<file path="config.mk">
export PLATFORM = sky130hd
export DESIGN_NAME = id_ex_stage_reg_flat
export DESIGN_NICKNAME = d
export VERILOG_FILES = /design/src/rtl/core_pkg.sv /design/src/rtl/id_ex_stage_reg_if.sv /design/src/rtl/id_ex_stage_reg_hazard_detect.sv /design/src/rtl/id_ex_stage_reg.sv /design/src/flat_wrapper.sv
export SDC_FILE = /design/constraint.sdc
export NUM_CORES = 1
export LEC_CHECK = 0
export CORE_AREA = 2 2 136 138
export DETAILED_ROUTE_END_ITERATION = 12
export DIE_AREA = 0 0 138 140
export PLACE_DENSITY = 0.71
export SETUP_SLACK_MARGIN = 0.15
export SLEW_MARGIN = 20
export SYNTH_ARGS = -nofsm -noshare
export SYNTH_HDL_FRONTEND = slang
export SYNTH_SLANG_ARGS = --single-unit
</file>
<file path="constraint.sdc">
create_clock -name clk_i -period 2.6 [get_ports clk_i]
set_clock_uncertainty 0.2 [all_clocks]
set_input_delay 0.52 -clock clk_i [delete_from_list [all_inputs] [get_ports clk_i]]
set_output_delay 0.52 -clock clk_i [all_outputs]
set_load 0.02 [all_outputs]
</file>
<file path="src/rtl/core_pkg.sv">
// core_pkg
// Shared definitions for the RV32IM pipeline: base opcodes, the decoder's
// memory access codes (bit 3 flags a real access), writeback select codes
// and the width of the packed ID/EX bundle.
package core_pkg;

    // Base opcodes (inst[6:0])
    localparam logic [6:0] OPC_LOAD   = 7'b0000011;
    localparam logic [6:0] OPC_STORE  = 7'b0100011;
    localparam logic [6:0] OPC_BRANCH = 7'b1100011;
    localparam logic [6:0] OPC_JAL    = 7'b1101111;
    localparam logic [6:0] OPC_JALR   = 7'b1100111;
    localparam logic [6:0] OPC_OP     = 7'b0110011;
    localparam logic [6:0] OPC_OP_IMM = 7'b0010011;
    localparam logic [6:0] OPC_LUI    = 7'b0110111;
    localparam logic [6:0] OPC_AUIPC  = 7'b0010111;

    // Memory access codes; bit 3 set means the slot touches memory
    localparam logic [3:0] RW_NONE = 4'b0000;
    localparam logic [3:0] RW_LB   = 4'b1000;
    localparam logic [3:0] RW_LBU  = 4'b1001;
    localparam logic [3:0] RW_LH   = 4'b1010;
    localparam logic [3:0] RW_LHU  = 4'b1011;
    localparam logic [3:0] RW_SB   = 4'b1100;
    localparam logic [3:0] RW_SH   = 4'b1101;
    localparam logic [3:0] RW_SW   = 4'b1110;
    localparam logic [3:0] RW_LW   = 4'b1111;

    // Writeback source select
    typedef enum logic [1:0] {
        WB_ALU = 2'b00,
        WB_MEM = 2'b01,
        WB_PC4 = 2'b10,
        WB_CSR = 2'b11
    } wb_sel_e;

    // Bundle width: four XLEN values, three register indices, the decoder
    // control fields and the valid bit.
    function automatic int id_ex_width(input int xlen);
        return 4 * xlen + 35;
    endfunction

    localparam int ID_EX_W = id_ex_width(32);

endpackage

</file>
<file path="src/rtl/id_ex_stage_reg_if.sv">
// id_ex_if
// Groups every decode-side input and execute-side output of the ID/EX
// boundary register. The master side drives the *_i signals (decode stage,
// execute control) and observes the *_o signals; the slave is the register.
interface id_ex_if #(
    parameter int XLEN  = 32,
    parameter int CNT_W = 16
);
    logic             valid_i;
    logic [XLEN-1:0]  pc_i, rs1_data_i, rs2_data_i, imm_i;
    logic [4:0]       rs1_addr_i, rs2_addr_i, rd_addr_i;
    logic             op1_sel_i, op2_sel_i;
    logic [4:0]       alu_op_i;
    logic [2:0]       branch_sel_i;
    logic [3:0]       read_write_i;
    logic [1:0]       wb_sel_i;
    logic             reg_w_en_i, is_mem_i, is_load_i;
    logic             ex_busy_i, flush_i;

    logic             valid_o;
    logic [XLEN-1:0]  pc_o, rs1_data_o, rs2_data_o, imm_o;
    logic [4:0]       rs1_addr_o, rs2_addr_o, rd_addr_o;
    logic             op1_sel_o, op2_sel_o;
    logic [4:0]       alu_op_o;
    logic [2:0]       branch_sel_o;
    logic [3:0]       read_write_o;
    logic [1:0]       wb_sel_o;
    logic             reg_w_en_o, is_mem_o, is_load_o;
    logic             front_stall_o;
    logic [CNT_W-1:0] bubble_cnt_o;

    modport master (
        output valid_i, pc_i, rs1_data_i, rs2_data_i, imm_i,
               rs1_addr_i, rs2_addr_i, rd_addr_i, op1_sel_i, op2_sel_i,
               alu_op_i, branch_sel_i, read_write_i, wb_sel_i,
               reg_w_en_i, is_mem_i, is_load_i, ex_busy_i, flush_i,
        input  valid_o, pc_o, rs1_data_o, rs2_data_o, imm_o,
               rs1_addr_o, rs2_addr_o, rd_addr_o, op1_sel_o, op2_sel_o,
               alu_op_o, branch_sel_o, read_write_o, wb_sel_o,
               reg_w_en_o, is_mem_o, is_load_o, front_stall_o, bubble_cnt_o
    );

    modport slave (
        input  valid_i, pc_i, rs1_data_i, rs2_data_i, imm_i,
               rs1_addr_i, rs2_addr_i, rd_addr_i, op1_sel_i, op2_sel_i,
               alu_op_i, branch_sel_i, read_write_i, wb_sel_i,
               reg_w_en_i, is_mem_i, is_load_i, ex_busy_i, flush_i,
        output valid_o, pc_o, rs1_data_o, rs2_data_o, imm_o,
               rs1_addr_o, rs2_addr_o, rd_addr_o, op1_sel_o, op2_sel_o,
               alu_op_o, branch_sel_o, read_write_o, wb_sel_o,
               reg_w_en_o, is_mem_o, is_load_o, front_stall_o, bubble_cnt_o
    );

endinterface

</file>
<file path="src/rtl/id_ex_stage_reg_hazard_detect.sv">
// id_ex_hazard_detect
// Combinational load-use detector. Flags when the instruction in EX is a
// valid load writing a non-zero register that the valid instruction in ID
// reads through either source index.
//   ex_valid, ex_is_load, ex_rd : instruction currently held for EX
//   id_valid, id_rs1, id_rs2    : instruction currently in decode
//   hz                          : one-cycle bubble required
module id_ex_hazard_detect (
    input  logic       ex_valid,
    input  logic       ex_is_load,
    input  logic [4:0] ex_rd,
    input  logic       id_valid,
    input  logic [4:0] id_rs1,
    input  logic [4:0] id_rs2,
    output logic       hz
);

    // rs2 is compared even for formats that ignore it; a spurious stall is
    // cheaper than decoding the format here.
    assign hz = ex_valid & ex_is_load & id_valid & (ex_rd != 5'd0) &
                ((ex_rd == id_rs1) | (ex_rd == id_rs2));

endmodule

</file>
<file path="src/rtl/id_ex_stage_reg.sv">
// id_ex_stage_reg
// ID/EX pipeline register. Captures the decode bundle each edge, inserts a
// one-cycle bubble on load-use hazards, holds while EX is busy and squashes
// on a branch/jump flush. Counts inserted load-use bubbles (saturating).
//   clk_i : clock, all state on rising edge
//   rst_i : synchronous active-high reset
//   bus   : id_ex_if slave - decode inputs, ex_busy_i/flush_i, registered
//           outputs, front_stall_o and bubble_cnt_o
module id_ex_stage_reg
    import core_pkg::*;
#(
    parameter int XLEN  = 32,
    parameter int CNT_W = 16
) (
    input  logic   clk_i,
    input  logic   rst_i,
    id_ex_if.slave bus
);

    localparam int BUNDLE_W = id_ex_width(XLEN);

    typedef struct packed {
        logic            valid;
        logic [XLEN-1:0] pc;
        logic [XLEN-1:0] rs1_data;
        logic [XLEN-1:0] rs2_data;
        logic [XLEN-1:0] imm;
        logic [4:0]      rs1_addr;
        logic [4:0]      rs2_addr;
        logic [4:0]      rd_addr;
        logic            op1_sel;
        logic            op2_sel;
        logic [4:0]      alu_op;
        logic [2:0]      branch_sel;
        logic [3:0]      read_write;
        logic [1:0]      wb_sel;
        logic            reg_w_en;
        logic            is_mem;
        logic            is_load;
    } bundle_t;

    logic [BUNDLE_W-1:0] state_q;
    bundle_t             cur;
    bundle_t             in_b;
    bundle_t             nxt;
    logic [CNT_W-1:0]    cnt_q;
    logic [CNT_W-1:0]    cnt_nxt;
    logic                hz;

    assign cur = state_q;

    id_ex_hazard_detect u_hazard (
        .ex_valid   (cur.valid),
        .ex_is_load (cur.is_load),
        .ex_rd      (cur.rd_addr),
        .id_valid   (bus.valid_i),
        .id_rs1     (bus.rs1_addr_i),
        .id_rs2     (bus.rs2_addr_i),
        .hz         (hz)
    );

    // A flush squashes ID anyway, so a hazard on the squashed instruction
    // must not stall the front end; a busy EX always does.
    assign bus.front_stall_o = bus.ex_busy_i | (hz & ~bus.flush_i);

    // Assemble the decode bundle. An invalid slot keeps its datapath values
    // but has every side-effecting control bit cleared.
    always_comb begin
        in_b            = '0;
        in_b.valid      = bus.valid_i;
        in_b.pc         = bus.pc_i;
        in_b.rs1_data   = bus.rs1_data_i;
        in_b.rs2_data   = bus.rs2_data_i;
        in_b.imm        = bus.imm_i;
        in_b.rs1_addr   = bus.rs1_addr_i;
        in_b.rs2_addr   = bus.rs2_addr_i;
        in_b.rd_addr    = bus.rd_addr_i;
        in_b.op1_sel    = bus.op1_sel_i;
        in_b.op2_sel    = bus.op2_sel_i;
        in_b.alu_op     = bus.alu_op_i;
        in_b.wb_sel     = bus.wb_sel_i;
        if (bus.valid_i) begin
            in_b.branch_sel = bus.branch_sel_i;
            in_b.read_write = bus.read_write_i;
            in_b.reg_w_en   = bus.reg_w_en_i;
            in_b.is_mem     = bus.is_mem_i;
            in_b.is_load    = bus.is_load_i;
        end
    end

    // Next-state priority: flush beats busy (EX drops the held instruction),
    // busy beats the hazard, the hazard beats a normal capture. Only the
    // hazard bubble is counted.
    always_comb begin
        nxt     = cur;
        cnt_nxt = cnt_q;
        if (bus.flush_i) begin
            nxt = '0;
        end else if (bus.ex_busy_i) begin
            nxt = cur;
        end else if (hz) begin
            nxt = '0;
            if (cnt_q != {CNT_W{1'b1}}) begin
                cnt_nxt = cnt_q + {{(CNT_W-1){1'b0}}, 1'b1};
            end
        end else begin
            nxt = in_b;
        end
    end

    // State register with synchronous reset taking precedence over all else.
    always_ff @(posedge clk_i) begin
        if (rst_i) begin
            state_q <= '0;
            cnt_q   <= '0;
        end else begin
            state_q <= nxt;
            cnt_q   <= cnt_nxt;
        end
    end

    assign bus.valid_o      = cur.valid;
    assign bus.pc_o         = cur.pc;
    assign bus.rs1_data_o   = cur.rs1_data;
    assign bus.rs2_data_o   = cur.rs2_data;
    assign bus.imm_o        = cur.imm;
    assign bus.rs1_addr_o   = cur.rs1_addr;
    assign bus.rs2_addr_o   = cur.rs2_addr;
    assign bus.rd_addr_o    = cur.rd_addr;
    assign bus.op1_sel_o    = cur.op1_sel;
    assign bus.op2_sel_o    = cur.op2_sel;
    assign bus.alu_op_o     = cur.alu_op;
    assign bus.branch_sel_o = cur.branch_sel;
    assign bus.read_write_o = cur.read_write;
    assign bus.wb_sel_o     = cur.wb_sel;
    assign bus.reg_w_en_o   = cur.reg_w_en;
    assign bus.is_mem_o     = cur.is_mem;
    assign bus.is_load_o    = cur.is_load;
    assign bus.bubble_cnt_o = cnt_q;

endmodule

</file>
<file path="src/flat_wrapper.sv">
// flat-port wrapper written by rule: the top's interface ports become plain ports
module id_ex_stage_reg_flat import core_pkg::*;
#(
    parameter int XLEN  = 32,
    parameter int CNT_W = 16
)
  (clk_i, rst_i, bus_valid_i, bus_pc_i, bus_rs1_data_i, bus_rs2_data_i, bus_imm_i, bus_rs1_addr_i, bus_rs2_addr_i, bus_rd_addr_i, bus_op1_sel_i, bus_op2_sel_i, bus_alu_op_i, bus_branch_sel_i, bus_read_write_i, bus_wb_sel_i, bus_reg_w_en_i, bus_is_mem_i, bus_is_load_i, bus_ex_busy_i, bus_flush_i, bus_valid_o, bus_pc_o, bus_rs1_data_o, bus_rs2_data_o, bus_imm_o, bus_rs1_addr_o, bus_rs2_addr_o, bus_rd_addr_o, bus_op1_sel_o, bus_op2_sel_o, bus_alu_op_o, bus_branch_sel_o, bus_read_write_o, bus_wb_sel_o, bus_reg_w_en_o, bus_is_mem_o, bus_is_load_o, bus_front_stall_o, bus_bubble_cnt_o);
  id_ex_if #(.XLEN(XLEN), .CNT_W(CNT_W)) bus_i ();
  input  logic clk_i;
  input  logic rst_i;
  input wire logic [$bits(bus_i.valid_i)-1:0] bus_valid_i;
  input wire logic [$bits(bus_i.pc_i)-1:0] bus_pc_i;
  input wire logic [$bits(bus_i.rs1_data_i)-1:0] bus_rs1_data_i;
  input wire logic [$bits(bus_i.rs2_data_i)-1:0] bus_rs2_data_i;
  input wire logic [$bits(bus_i.imm_i)-1:0] bus_imm_i;
  input wire logic [$bits(bus_i.rs1_addr_i)-1:0] bus_rs1_addr_i;
  input wire logic [$bits(bus_i.rs2_addr_i)-1:0] bus_rs2_addr_i;
  input wire logic [$bits(bus_i.rd_addr_i)-1:0] bus_rd_addr_i;
  input wire logic [$bits(bus_i.op1_sel_i)-1:0] bus_op1_sel_i;
  input wire logic [$bits(bus_i.op2_sel_i)-1:0] bus_op2_sel_i;
  input wire logic [$bits(bus_i.alu_op_i)-1:0] bus_alu_op_i;
  input wire logic [$bits(bus_i.branch_sel_i)-1:0] bus_branch_sel_i;
  input wire logic [$bits(bus_i.read_write_i)-1:0] bus_read_write_i;
  input wire logic [$bits(bus_i.wb_sel_i)-1:0] bus_wb_sel_i;
  input wire logic [$bits(bus_i.reg_w_en_i)-1:0] bus_reg_w_en_i;
  input wire logic [$bits(bus_i.is_mem_i)-1:0] bus_is_mem_i;
  input wire logic [$bits(bus_i.is_load_i)-1:0] bus_is_load_i;
  input wire logic [$bits(bus_i.ex_busy_i)-1:0] bus_ex_busy_i;
  input wire logic [$bits(bus_i.flush_i)-1:0] bus_flush_i;
  output wire logic [$bits(bus_i.valid_o)-1:0] bus_valid_o;
  output wire logic [$bits(bus_i.pc_o)-1:0] bus_pc_o;
  output wire logic [$bits(bus_i.rs1_data_o)-1:0] bus_rs1_data_o;
  output wire logic [$bits(bus_i.rs2_data_o)-1:0] bus_rs2_data_o;
  output wire logic [$bits(bus_i.imm_o)-1:0] bus_imm_o;
  output wire logic [$bits(bus_i.rs1_addr_o)-1:0] bus_rs1_addr_o;
  output wire logic [$bits(bus_i.rs2_addr_o)-1:0] bus_rs2_addr_o;
  output wire logic [$bits(bus_i.rd_addr_o)-1:0] bus_rd_addr_o;
  output wire logic [$bits(bus_i.op1_sel_o)-1:0] bus_op1_sel_o;
  output wire logic [$bits(bus_i.op2_sel_o)-1:0] bus_op2_sel_o;
  output wire logic [$bits(bus_i.alu_op_o)-1:0] bus_alu_op_o;
  output wire logic [$bits(bus_i.branch_sel_o)-1:0] bus_branch_sel_o;
  output wire logic [$bits(bus_i.read_write_o)-1:0] bus_read_write_o;
  output wire logic [$bits(bus_i.wb_sel_o)-1:0] bus_wb_sel_o;
  output wire logic [$bits(bus_i.reg_w_en_o)-1:0] bus_reg_w_en_o;
  output wire logic [$bits(bus_i.is_mem_o)-1:0] bus_is_mem_o;
  output wire logic [$bits(bus_i.is_load_o)-1:0] bus_is_load_o;
  output wire logic [$bits(bus_i.front_stall_o)-1:0] bus_front_stall_o;
  output wire logic [$bits(bus_i.bubble_cnt_o)-1:0] bus_bubble_cnt_o;
  assign bus_i.valid_i = bus_valid_i;
  assign bus_i.pc_i = bus_pc_i;
  assign bus_i.rs1_data_i = bus_rs1_data_i;
  assign bus_i.rs2_data_i = bus_rs2_data_i;
  assign bus_i.imm_i = bus_imm_i;
  assign bus_i.rs1_addr_i = bus_rs1_addr_i;
  assign bus_i.rs2_addr_i = bus_rs2_addr_i;
  assign bus_i.rd_addr_i = bus_rd_addr_i;
  assign bus_i.op1_sel_i = bus_op1_sel_i;
  assign bus_i.op2_sel_i = bus_op2_sel_i;
  assign bus_i.alu_op_i = bus_alu_op_i;
  assign bus_i.branch_sel_i = bus_branch_sel_i;
  assign bus_i.read_write_i = bus_read_write_i;
  assign bus_i.wb_sel_i = bus_wb_sel_i;
  assign bus_i.reg_w_en_i = bus_reg_w_en_i;
  assign bus_i.is_mem_i = bus_is_mem_i;
  assign bus_i.is_load_i = bus_is_load_i;
  assign bus_i.ex_busy_i = bus_ex_busy_i;
  assign bus_i.flush_i = bus_flush_i;
  assign bus_valid_o = bus_i.valid_o;
  assign bus_pc_o = bus_i.pc_o;
  assign bus_rs1_data_o = bus_i.rs1_data_o;
  assign bus_rs2_data_o = bus_i.rs2_data_o;
  assign bus_imm_o = bus_i.imm_o;
  assign bus_rs1_addr_o = bus_i.rs1_addr_o;
  assign bus_rs2_addr_o = bus_i.rs2_addr_o;
  assign bus_rd_addr_o = bus_i.rd_addr_o;
  assign bus_op1_sel_o = bus_i.op1_sel_o;
  assign bus_op2_sel_o = bus_i.op2_sel_o;
  assign bus_alu_op_o = bus_i.alu_op_o;
  assign bus_branch_sel_o = bus_i.branch_sel_o;
  assign bus_read_write_o = bus_i.read_write_o;
  assign bus_wb_sel_o = bus_i.wb_sel_o;
  assign bus_reg_w_en_o = bus_i.reg_w_en_o;
  assign bus_is_mem_o = bus_i.is_mem_o;
  assign bus_is_load_o = bus_i.is_load_o;
  assign bus_front_stall_o = bus_i.front_stall_o;
  assign bus_bubble_cnt_o = bus_i.bubble_cnt_o;
  id_ex_stage_reg #(.XLEN(XLEN), .CNT_W(CNT_W)) u_core (.clk_i(clk_i), .rst_i(rst_i), .bus(bus_i));
endmodule
</file>
==> impl_results.md <==
* Most frequent cells in the layout: clkdlybuf4s50_1, dfxtp_1, a22o_1
* Placement-stage cell area at 9850 um2
* Initial core utilization at 33.3%
* Layout cells sized above 1 at 11.2%
* Synth Net Count at 662
* Mapped Cells at 494
* VDD IR-drop max at 0.409 mV
* Commonest non-fill, non-tap cell in the layout: clkdlybuf4s50_1
* Worst hold slack at 0.268 ns
* Final hold violation count at 0
* Setup TNS at 0 ns
* Arrival @ worst endpoint at 1.72 ns
* Finished Core Util at 59.6%
* Seq/Total Area, Yosys at 60.6%
* Synth warnings at 0
* Antenna Diode Count at 0
* CTS tree: built
* First-pass GRT wire length at 30800 um
* Pre-antenna DRT Iters at 4
* Setup Viol. Count Final at 0
* Setup crit start kind: flip-flop
* Family with the most delay on the worst path: compound AO/OA/AOI/OAI gates
* Root Buffer: clkbuf_16
* # port buffers at 346
* Post-synth EDFFs at 0
* CTS Sinks at 179
* Multi-input logic area at 2230 um2
* P per Cell Area at 581 nW/um2
* Register area at 3600 um2
* GRT Overall Usage at 19.8%
* P&R area growth vs syn at 79.3%
* Synth top area cells: dfxtp_1, a22o_1, a32o_1
* CP Cell Sequence: xnor2_2, nand3_2, o32ai_2, nand2_1, o21bai_1, buf_4
* F_max at 0.409 GHz
* Post-synthesis register bit count at 179
* Reg-to-reg slack, setup at 0.21 ns
* Via count at 5549
* Antenna-violating nets left at 0
* DR iter-0 viols at 240
* Clock buffer depth at 2
* Routed WL at 20000 um
* Final Power at 0.00616 W
* Number of buffer and inverter stages on the critical path at 1
* Tcrit/Tclk final at 94.0%
* # IOs at 347
* Status: finished, final reports clean
* Clock slew at reported path FFs at 0.07 ns
* Hold WC Path Type: reg2reg
* DIE WIDTH at 138 um
* Vias in the first global route at 5567
* CP peak stage delay at 0.37 ns
* Global placer's final weighted congestion at 0.810
* GRT overflow at 0
* DIE AREA at 19300 um2
* Largest net degree at the start of global routing at 47
* Asr flop ratio synth at 0%
* DRC Markers at 0
* Netlist cell types at 33
* Fill cells at 1455
* Clk Latency, worst-skew pair at 0.42 ns
* Row cnt at 49
* Mapped Area at 5910 um2
* Post-synth top area share at 60.6%
* Avg Inst Size Synth at 12.0 um2
* Min cycle time layout at 2.44 ns
* Synth area leader: dfxtp_1
* CTS Buf Count at 17
* Vias per cell at 5.04
* Max-cap violations at 0
* Worst slew pin tran at 0.370 ns
* Post-synth top flop: dfxtp_1
* Relative slew slack at 75.3%
* Count of pins over their slew limit at 0
* Initial antenna violation count at 0
* CP Capture Type: output port
* CP Max Fanout at 4
* Wire per inst at 18.1 um
* Crit path required time at 1.88 ns
* CTS H-tree depth at 4
* Layout Cell Area excl Fill at 10600 um2
* Crit path max-delay cell type: dfxtp_4
* Kind of critical path: reg2out
* Nets at 1027
* Area of the core at 17800 um2
* Die Y at 140 um
* Lkg Pwr at 3.96 nW
* HPWL Detailed at 14100 um
* Unrepaired setup endpoints after global routing: yes
[metrics by stage]
stage	worst slack (ns)	cells
final	0.156	1101
after global routing	0.0711	1101
after CTS	0.149	1099
after detailed placement	-0.545	1061
after global placement	-0.492	1061
after floorplan	0.236	494
[flip-flops by register name (all words and copies together), names as in the netlist]
| register | count |
|---|---|
| u_core.cur | 163 |
| u_core.bus.bubble_cnt_o | 16 |
[cells by family after synthesis]
group / synth area share, %
mux: 0.952
buf+inv: 3.45
compound gates: 27.4
xor+xnor: 1.48
fa+ha+maj: 0.212
flops: 60.6
simple gates: 5.88
[final timing paths]
kind,start,end,cells past startpoint
worst max-delay path,u_core.cur[22],bus_front_stall_o,6
worst min-delay path,u_core.cur[9],u_core.cur[9],1
worst max register to register,u_core.cur[22],u_core.bus.bubble_cnt_o[5],8
worst min register to register,u_core.cur[9],u_core.cur[9],1
[power by group]
part | internal [W] | switching [W] | total (W)
registers | 0.00282 | 0.0000480 | 0.00287
logic | 0.000469 | 0.000302 | 0.000771
clock network | 0.00130 | 0.00122 | 0.00252
total | 0.00459 | 0.00157 | 0.00616
[cells in the mapped netlist (all sizes together), types with 2 or more instances]
cell type / instances
o31ai: 7
o21ai: 2
nor3: 3
nor2b: 5
mux2: 5
clkbuf: 22
buf: 20
nand3: 9
dfxtp: 179
or4: 10
or3: 4
nand2: 9
a32o: 10
nor4: 3
xnor2: 8
inv: 4
o41ai: 3
xor2: 2
a22o: 153
a21oi: 11
nand4: 5
nor2: 10
[layer usage]
metal / global-route usage, % / share of wire, %
met4: 6.98 / 2.2
met2: 32.6 / 48
met1: 24.0 / 41
met3: 7.11 / 8.3
met5: 0 / 0
[timing repair]
action                                  CTS  global route
endpoints found under the setup margin    3            92
hold buffers                              0             0
cloned                                    0             1
buffers inserted                          6             1
pin swaps                                 9             6
resized for setup                        27            10
[layout make-up]
type / instances / share of cell area (%)
clock buffers: 18 / 4.14
clock inverters: 14 / 1.30
inverters: 4 / 0.142
multi-input cells: 269 / 21.0
flip-flops and latches: 179 / 33.9
well taps: 229 / 2.70
repair buffers: 388 / 36.8
(Power assumes the default switching activity.)
